## src/rtl/pmem_arbiter_if.sv

```systemverilog
// rtl/pmem_arbiter_if.sv - requester and physical memory signal bundle for pmem_arbiter
interface pmem_arbiter_if #(
  parameter int NUM_PORTS  = 2,
  parameter int ADDR_WIDTH = 16,
  parameter int LINE_WIDTH = 128
);
  localparam int ID_W = $clog2(NUM_PORTS);

  logic [NUM_PORTS-1:0]            req_read;
  logic [NUM_PORTS-1:0]            req_write;
  logic [NUM_PORTS*ADDR_WIDTH-1:0] req_address;
  logic [NUM_PORTS*LINE_WIDTH-1:0] req_wdata;
  logic [NUM_PORTS-1:0]            req_resp;
  logic [LINE_WIDTH-1:0]           req_rdata;
  logic [ID_W-1:0]                 grant_id;
  logic                            busy;
  logic                            pmem_read;
  logic                            pmem_write;
  logic [ADDR_WIDTH-1:0]           pmem_address;
  logic [LINE_WIDTH-1:0]           pmem_wdata;
  logic                            pmem_resp;
  logic [LINE_WIDTH-1:0]           pmem_rdata;

  // Arbiter side
  modport slave (
    input  req_read, req_write, req_address, req_wdata, pmem_resp, pmem_rdata,
    output req_resp, req_rdata, grant_id, busy, pmem_read, pmem_write, pmem_address, pmem_wdata
  );

  // Requesters plus physical memory side
  modport master (
    output req_read, req_write, req_address, req_wdata, pmem_resp, pmem_rdata,
    input  req_resp, req_rdata, grant_id, busy, pmem_read, pmem_write, pmem_address, pmem_wdata
  );
endinterface

```

## src/rtl/pmem_arbiter.sv

```systemverilog
// rtl/pmem_arbiter.sv - N-port cache-line arbiter onto a single physical memory port
module pmem_arbiter #(
  parameter int NUM_PORTS  = 2,
  parameter int ADDR_WIDTH = 16,
  parameter int LINE_WIDTH = 128,
  parameter int RR_MODE    = 1
) (
  input  logic           clk,
  input  logic           rst,
  pmem_arbiter_if.slave  bus
);
  localparam int ID_W = $clog2(NUM_PORTS);

  typedef enum logic [1:0] {
    IDLE = 2'd0,
    BUSY = 2'd1,
    RESP = 2'd2
  } state_t;

  state_t                 state;
  logic [ID_W-1:0]        last;
  logic [ID_W-1:0]        winner;
  logic [NUM_PORTS-1:0]   pending;
  logic                   any_pending;

  logic [NUM_PORTS-1:0]   resp_q;
  logic [LINE_WIDTH-1:0]  rdata_q;
  logic [ID_W-1:0]        grant_q;
  logic                   busy_q;
  logic                   rd_q;
  logic                   wr_q;
  logic [ADDR_WIDTH-1:0]  addr_q;
  logic [LINE_WIDTH-1:0]  wdata_q;

  assign pending     = bus.req_read | bus.req_write;
  assign any_pending = |pending;

  // Pick the winner: rotating search starting after the last grant, or lowest index
  always_comb begin
    logic [ID_W:0] cand;
    logic          found;
    winner = '0;
    found  = 1'b0;
    cand   = '0;
    for (int k = 1; k <= NUM_PORTS; k++) begin
      if (RR_MODE != 0) begin
        cand = {1'b0, last} + (ID_W+1)'(k);
        if (cand >= (ID_W+1)'(NUM_PORTS)) begin
          cand = cand - (ID_W+1)'(NUM_PORTS);
        end
      end else begin
        cand = (ID_W+1)'(k - 1);
      end
      if (!found && pending[cand[ID_W-1:0]]) begin
        winner = cand[ID_W-1:0];
        found  = 1'b1;
      end
    end
  end

  // Grant / wait-for-memory / respond sequencer with all outputs registered
  always_ff @(posedge clk or posedge rst) begin
    if (rst) begin
      state   <= IDLE;
      last    <= ID_W'(NUM_PORTS - 1);
      resp_q  <= '0;
      rdata_q <= '0;
      grant_q <= '0;
      busy_q  <= 1'b0;
      rd_q    <= 1'b0;
      wr_q    <= 1'b0;
      addr_q  <= '0;
      wdata_q <= '0;
    end else begin
      resp_q <= '0;
      case (state)
        IDLE: begin
          if (any_pending) begin
            addr_q  <= bus.req_address[winner*ADDR_WIDTH +: ADDR_WIDTH];
            wdata_q <= bus.req_wdata[winner*LINE_WIDTH +: LINE_WIDTH];
            // a port raising both read and write is treated as a write
            wr_q    <= bus.req_write[winner];
            rd_q    <= ~bus.req_write[winner];
            grant_q <= winner;
            if (RR_MODE != 0) begin
              last <= winner;
            end
            busy_q  <= 1'b1;
            state   <= BUSY;
          end
        end
        BUSY: begin
          if (bus.pmem_resp) begin
            rdata_q         <= bus.pmem_rdata;
            rd_q            <= 1'b0;
            wr_q            <= 1'b0;
            resp_q[grant_q] <= 1'b1;
            state           <= RESP;
          end
        end
        RESP: begin
          busy_q <= 1'b0;
          state  <= IDLE;
        end
        default: begin
          state <= IDLE;
        end
      endcase
    end
  end

  assign bus.req_resp     = resp_q;
  assign bus.req_rdata    = rdata_q;
  assign bus.grant_id     = grant_q;
  assign bus.busy         = busy_q;
  assign bus.pmem_read    = rd_q;
  assign bus.pmem_write   = wr_q;
  assign bus.pmem_address = addr_q;
  assign bus.pmem_wdata   = wdata_q;
endmodule

```

## src/flat_wrapper.sv

```systemverilog
// flat-port wrapper written by rule: the top's interface ports become plain ports
module pmem_arbiter_flat 
#(
  parameter int NUM_PORTS  = 2,
  parameter int ADDR_WIDTH = 16,
  parameter int LINE_WIDTH = 128,
  parameter int RR_MODE    = 1
)
  (clk, rst, bus_req_read, bus_req_write, bus_req_address, bus_req_wdata, bus_pmem_resp, bus_pmem_rdata, bus_req_resp, bus_req_rdata, bus_grant_id, bus_busy, bus_pmem_read, bus_pmem_write, bus_pmem_address, bus_pmem_wdata);
  pmem_arbiter_if #(.NUM_PORTS(NUM_PORTS), .ADDR_WIDTH(ADDR_WIDTH), .LINE_WIDTH(LINE_WIDTH)) bus_i ();
  input  logic clk;
  input  logic rst;
  input wire logic [$bits(bus_i.req_read)-1:0] bus_req_read;
  input wire logic [$bits(bus_i.req_write)-1:0] bus_req_write;
  input wire logic [$bits(bus_i.req_address)-1:0] bus_req_address;
  input wire logic [$bits(bus_i.req_wdata)-1:0] bus_req_wdata;
  input wire logic [$bits(bus_i.pmem_resp)-1:0] bus_pmem_resp;
  input wire logic [$bits(bus_i.pmem_rdata)-1:0] bus_pmem_rdata;
  output wire logic [$bits(bus_i.req_resp)-1:0] bus_req_resp;
  output wire logic [$bits(bus_i.req_rdata)-1:0] bus_req_rdata;
  output wire logic [$bits(bus_i.grant_id)-1:0] bus_grant_id;
  output wire logic [$bits(bus_i.busy)-1:0] bus_busy;
  output wire logic [$bits(bus_i.pmem_read)-1:0] bus_pmem_read;
  output wire logic [$bits(bus_i.pmem_write)-1:0] bus_pmem_write;
  output wire logic [$bits(bus_i.pmem_address)-1:0] bus_pmem_address;
  output wire logic [$bits(bus_i.pmem_wdata)-1:0] bus_pmem_wdata;
  assign bus_i.req_read = bus_req_read;
  assign bus_i.req_write = bus_req_write;
  assign bus_i.req_address = bus_req_address;
  assign bus_i.req_wdata = bus_req_wdata;
  assign bus_i.pmem_resp = bus_pmem_resp;
  assign bus_i.pmem_rdata = bus_pmem_rdata;
  assign bus_req_resp = bus_i.req_resp;
  assign bus_req_rdata = bus_i.req_rdata;
  assign bus_grant_id = bus_i.grant_id;
  assign bus_busy = bus_i.busy;
  assign bus_pmem_read = bus_i.pmem_read;
  assign bus_pmem_write = bus_i.pmem_write;
  assign bus_pmem_address = bus_i.pmem_address;
  assign bus_pmem_wdata = bus_i.pmem_wdata;
  pmem_arbiter #(.NUM_PORTS(NUM_PORTS), .ADDR_WIDTH(ADDR_WIDTH), .LINE_WIDTH(LINE_WIDTH), .RR_MODE(RR_MODE)) u_core (.clk(clk), .rst(rst), .bus(bus_i));
endmodule
```

## config.mk

```make
export PLATFORM = sky130hd
export DESIGN_NAME = pmem_arbiter_flat
export DESIGN_NICKNAME = d
export VERILOG_FILES = /design/src/rtl/pmem_arbiter_if.sv /design/src/rtl/pmem_arbiter.sv /design/src/flat_wrapper.sv
export SDC_FILE = /design/constraint.sdc
export NUM_CORES = 1
export LEC_CHECK = 0
export CAP_MARGIN = 15
export CORE_AREA = 5 5 273 275
export CTS_BUF_LIST = sky130_fd_sc_hd__clkbuf_4
export DETAILED_ROUTE_END_ITERATION = 10
export DIE_AREA = 0 0 278 280
export PLACE_DENSITY_LB_ADDON = 0.15
export SETUP_SLACK_MARGIN = 0.5
export SLEW_MARGIN = 0
export SYNTH_ARGS = -nofsm -noshare
export SYNTH_HDL_FRONTEND = slang
export SYNTH_SLANG_ARGS = --single-unit
```

## constraint.sdc

```tcl
create_clock -name clk -period 12.88 [get_ports clk]
set_input_delay 2.576 -clock clk [delete_from_list [all_inputs] [get_ports clk]]
set_output_delay 2.576 -clock clk [all_outputs]
set_load 0.02 [all_outputs]
```

Word level (Yosys, flattened, before mapping)

Index checks and enable logic that the tools add are counted.
Widths: inputs -> output; s select.

Input port bits: 423
Output and inout port bits: 278
Logic and storage cells: 66
Register bits: 281

Reductions and logical operators: 12
Bitwise gates (word level): 2
Magnitude comparators: 7
Mux-type cells: 25
Add/subtract/negate cells: 4
Equality and inequality tests: 4
Shift operators: 2

Operator list:

| kind                | count |
|---|---|
| $shiftx 256x9->128  | 1 |
| $shiftx 32x6->16    | 1 |
| $mux 1              | 16 |
| $lt 1x2->1 const B  | 4 |
| $mux 2              | 4 |
| $reduce_and 2->1    | 4 |
| $pmux 1 s2          | 3 |
| $ge 2x2->1 const B  | 2 |
| $pmux 2 s2          | 1 |
| $reduce_bool 2->1   | 2 |
| $reduce_and 3->1    | 1 |
| $add 1x1->2 const B | 1 |
| $add 1x2->2 const B | 1 |
| $eq 2x1->1 const B  | 1 |
| $eq 2x2->1 const B  | 1 |
| $logic_and 1x1->1   | 2 |
| $logic_not 2->1     | 1 |
| $ne 2x1->1 const B  | 1 |
| $ne 2x2->1 const B  | 1 |
| $or 2x2->2          | 1 |
| $reduce_or 2->1     | 1 |
| $sub 1x1->1 const B | 2 |
| $demux 1 s1         | 1 |
| $ge 1x1->1 const B  | 1 |
| 2 further kinds     | 2 |

Logic depth before layout (Yosys ltp)

Word-level depth: 14
Depth in mapped cells: 6
Gate-level depth less buffers: 3

Least setup slack after synthesis

OpenSTA, ideal clock, no wires.

Kind: input to register
Start point: input bus_pmem_resp
End point: register u_core.rdata_q[10], in the netlist u_core.bus.req_rdata[10]
Cell stages on the path: 4
Slack: 9.173 ns
Arrival time: 3.582 ns
Cell sequence: nand3b_1 -> clkbuf_1 -> buf_2 -> mux2_2

Cells in the longest elaborated chain, start to end: 1

Ends and longest elaborated chain:

| item                       | line               | RTL |
|---|---|---|
| start, declared            | flat_wrapper.sv:17 | `input wire logic [$bits(bus_i.pmem_resp)-1:0] bus_pmem_resp;` |
| $reduce_and 2->1 (no line) | -                  |  |
| end signal, assigned       | pmem_arbiter.sv:94 | `rdata_q <= bus.pmem_rdata;` |
| end, declared              | pmem_arbiter.sv:27 | `logic [LINE_WIDTH-1:0] rdata_q;` |

No other way between the ends.
A chain may end at the register's enable or synchronous reset.

Worst setup path after layout

Start point: input bus_req_write[0]
End point: register u_core.wr_q, in the netlist u_core.bus.pmem_write

Cells in the longest elaborated chain, start to end: 11
Elaborated cells on any way between the ends: 17
Classes of those cells: 1 x eq/ne; 11 x mux; 1 x bitwise; 4 x reduce/logical

Ends and longest elaborated chain:

| item                                      | line               | RTL |
|---|---|---|
| start, declared                           | flat_wrapper.sv:14 | `input wire logic [$bits(bus_i.req_write)-1:0] bus_req_write;` |
| $or 2x2->2                                | pmem_arbiter.sv:35 | `assign pending = bus.req_read \| bus.req_write;` |
| $mux 1 (not written as such) (2 in a row) | pmem_arbiter.sv:54 | `if (!found && pending[cand[ID_W-1:0]]) begin` |
| $mux 1                                    | pmem_arbiter.sv:54 |  |
| $logic_not 1->1                           | pmem_arbiter.sv:54 |  |
| $logic_and 1x1->1                         | pmem_arbiter.sv:54 |  |
| $mux 1                                    | pmem_arbiter.sv:54 |  |
| $mux 1 (not written as such) (2 in a row) | pmem_arbiter.sv:82 | `wr_q <= bus.req_write[winner];` |
| $mux 1                                    | pmem_arbiter.sv:78 | `if (any_pending) begin` |
| $pmux 1 s2                                | pmem_arbiter.sv:76 | `case (state)` |
| end signal, assigned                      | pmem_arbiter.sv:82 |  |
| end, declared                             | pmem_arbiter.sv:31 | `logic wr_q;` |

Several ways; a longest one is shown, not always the timed one. The select of a mux whose other input is x is not followed.

==> metrics.cfg <==
[synth]
synth_top_flop_cell = dfrtp_1
synth_seq_cells = 281
synth-async-reset-ratio = 1.00
yosysSeqAreaShare = 0.565
synth_cell_type_count = 29
synth_enable_flop_cells = 0
syn_area_um2 = 12400
synth_nets = 1416
yosysWarnings = 0
synth_cells = 993
syn_area_per_cell_um2 = 12.5

[cells_and_area]
multi_input_area_um2 = 4880
post-route-util = 0.297
areaGrowthSynthToFinish_pct = 72.1
drive_gt1_frac = 0.171
nets = 2105
register_area_um2 = 7030
num-fill-cells = 7524

[cts]
clock_path_buffers = 3
cts_buffers = 93
cts_sinks = 281
cts-root-buf = clkbuf_4
clk_pin_slew_ns = 0.06
cts_max_level = 3
post_cts_buffers = 0
tritoncts = built
ctsResizeCount = 0
holdBufCountCts = 0
worst_skew_pair.late_latency_ns = 0.78

[sta]
post-route-min-period_ns = 5.24
finalClockSkew_ns = 0.0467
hold_viol = 0
fin_tns_setup_ns = 0
tightestPinTransition_ns = 1.19
slew_viol_final = 0
rsz0062_at_grt = no
finalSetupViolations = 0
slew_headroom = 0.209
hold_ws_ns = 0.502
fmaxAchievable_ghz = 0.191
post-route-period-util = 0.407

[grt]
grt_pass1_wl_um = 90400
track_usage = 0.152
overflow = 0
grt_pass1_vias = 13100
grt_max_degree = 105
grt_antenna_before_repair = 14

[die]
initial_core_util = 0.173
die_y_um = 280
core_area_um2 = 72100
rows = 99
die_w_um = 278
die_area_um2 = 77800
num_io_pins = 701

[power]
power_density_nw_per_um2 = 257
power_leakage_nw = 8.06
ir_drop_v = 0.000116

[run]
cap_violations = 0

[setup_path]
crit_type = in2reg
crit_path_end_kind = register
cp.required_ns = 13.54
crit_fanout = 75
start_kind = input pin
crit_arrival_ns = 5.90

[route]
drc = 0
drt_iter0_drc = 585
drt-wirelength-per-cell_um = 23.3
viasPerCell = 4.48
drtAntennaViolNets = 0
first_pass_iters = 5
vias = 12100
wl_um = 63000

[place]
port_buffers = 700
hpwl_um = 42100
place.gp.congestion = 0.781

[run_status]
status = complete, no violations

[worst_hold_path]
min_path_type = reg2reg

-- Yosys cell counts (2+ instances only) --
cell type	number	share of area
dfrtp_1	280	0.56
o21ai_0	146	0.059
a2bb2oi_1	145	0.10
a311oi_1	144	0.10
mux2_2	128	0.12
clkbuf_1	62	0.019
buf_2	45	0.018
buf_1	13	0.0039
inv_1	4	0.0012
nand2_1	3	0.00091
nor2_1	3	0.00091
buf_4	2	0.0012
or2_1	2	0.0010
-- per-stage QoR --
stage | instance area, um2 | setup WS, ns | std cells | total power, mW
after floorplan | 12400 | 2.56 | 993 | 3.16
after global placement | 20300 | 6.79 | 2546 | 4.62
after detailed placement | 20300 | 6.80 | 2546 | 4.64
after CTS | 21400 | 7.75 | 2697 | 5.62
after global routing | 21400 | 7.70 | 2707 | 5.84
final | 21400 | 7.64 | 2708 | 5.50
-- sequential cells by signal, summed over array words and instances, names as in the netlist --
name,cells
u_core.state,2
u_core.bus.req_resp,2
u_core.bus.pmem_write,1
u_core.bus.pmem_address,16
u_core.bus.busy,1
u_core.last,1
u_core.bus.pmem_wdata,128
u_core.bus.req_rdata,128
u_core.bus.pmem_read,1
u_core.bus.grant_id,1
-- kinds of logic after synthesis --
logic type,share of synthesized area
compound gates,0.266
simple gates,0.00754
mux,0.117
buf+inv,0.0441
flops,0.565
-- critical path, cell delays in order --
cell and delay (ns):
clkdlybuf4s50_1 0.57, nor4_4 0.42, buf_4 0.75, buf_4 0.79, or2_2 0.30, mux2_1 0.33
-- routing by layer --
layer	share of wire	GRT usage	wire length (um)
met1	0.39	0.178	24600
met2	0.48	0.250	30500
met3	0.092	0.0648	5820
met4	0.033	0.0585	2100
met5	0.00086	0	54
-- report_power, final --
| part | switching, mW | total, mW | internal, mW |
|---|---|---|---|
| logic | 1.52 | 2.99 | 1.47 |
| registers | 0.252 | 1.59 | 1.34 |
| clock network | 0.441 | 0.916 | 0.476 |
| total | 2.22 | 5.50 | 3.29 |
-- worst paths after layout --
check,startpoint,cells after the start,slack (ns),to
max reg2reg,u_core.state[0],6,9.40,u_core.bus.pmem_wdata[63]
max,bus_req_write[0],6,7.64,u_core.bus.pmem_write
min,u_core.bus.req_rdata[36],1,0.50,u_core.bus.req_rdata[36]
max in group asynchronous,rst,4,8.29,u_core.bus.pmem_wdata[49]
min reg2reg,u_core.bus.req_rdata[36],1,0.50,u_core.bus.req_rdata[36]
min in group asynchronous,rst,2,2.32,u_core.bus.req_rdata[121]
-- cells in the final DEF, fill, tap and decap left out --
master,n
nand2_1,3
o211ai_1,1
a21boi_0,1
o21ai_1,1
buf_4,17
nor2_1,3
and2_1,1
clkinvlp_4,2
dfrtp_1,280
clkinv_1,9
or2_2,1
inv_8,2
o21ai_0,146
mux2_1,1
mux2_2,128
o21ai_4,1
inv_6,2
clkdlybuf4s50_1,700
nor2_4,2
nand3b_1,1
or2_4,2
nor4_4,1
a2bb2oi_1,145
a311oi_1,144
clkbuf_4,135
o2bb2ai_1,1
dfstp_2,1
o21a_4,1
clkinv_4,1
o22ai_1,1
inv_1,3
diode_2,11
inv_2,1
-- layout make-up --
| class | count | area share |
|---|---|---|
| multi-input cells | 585 | 0.228 |
| diodes | 11 | 0.00129 |
| flip-flops and latches | 281 | 0.329 |
| inverters | 4 | 0.00105 |
| clock inverters | 16 | 0.00421 |
| clock buffers | 135 | 0.0473 |
| well taps | 959 | 0.0561 |
| repair buffers | 717 | 0.333 |
Note: power is estimated with default switching activity, not from simulation.
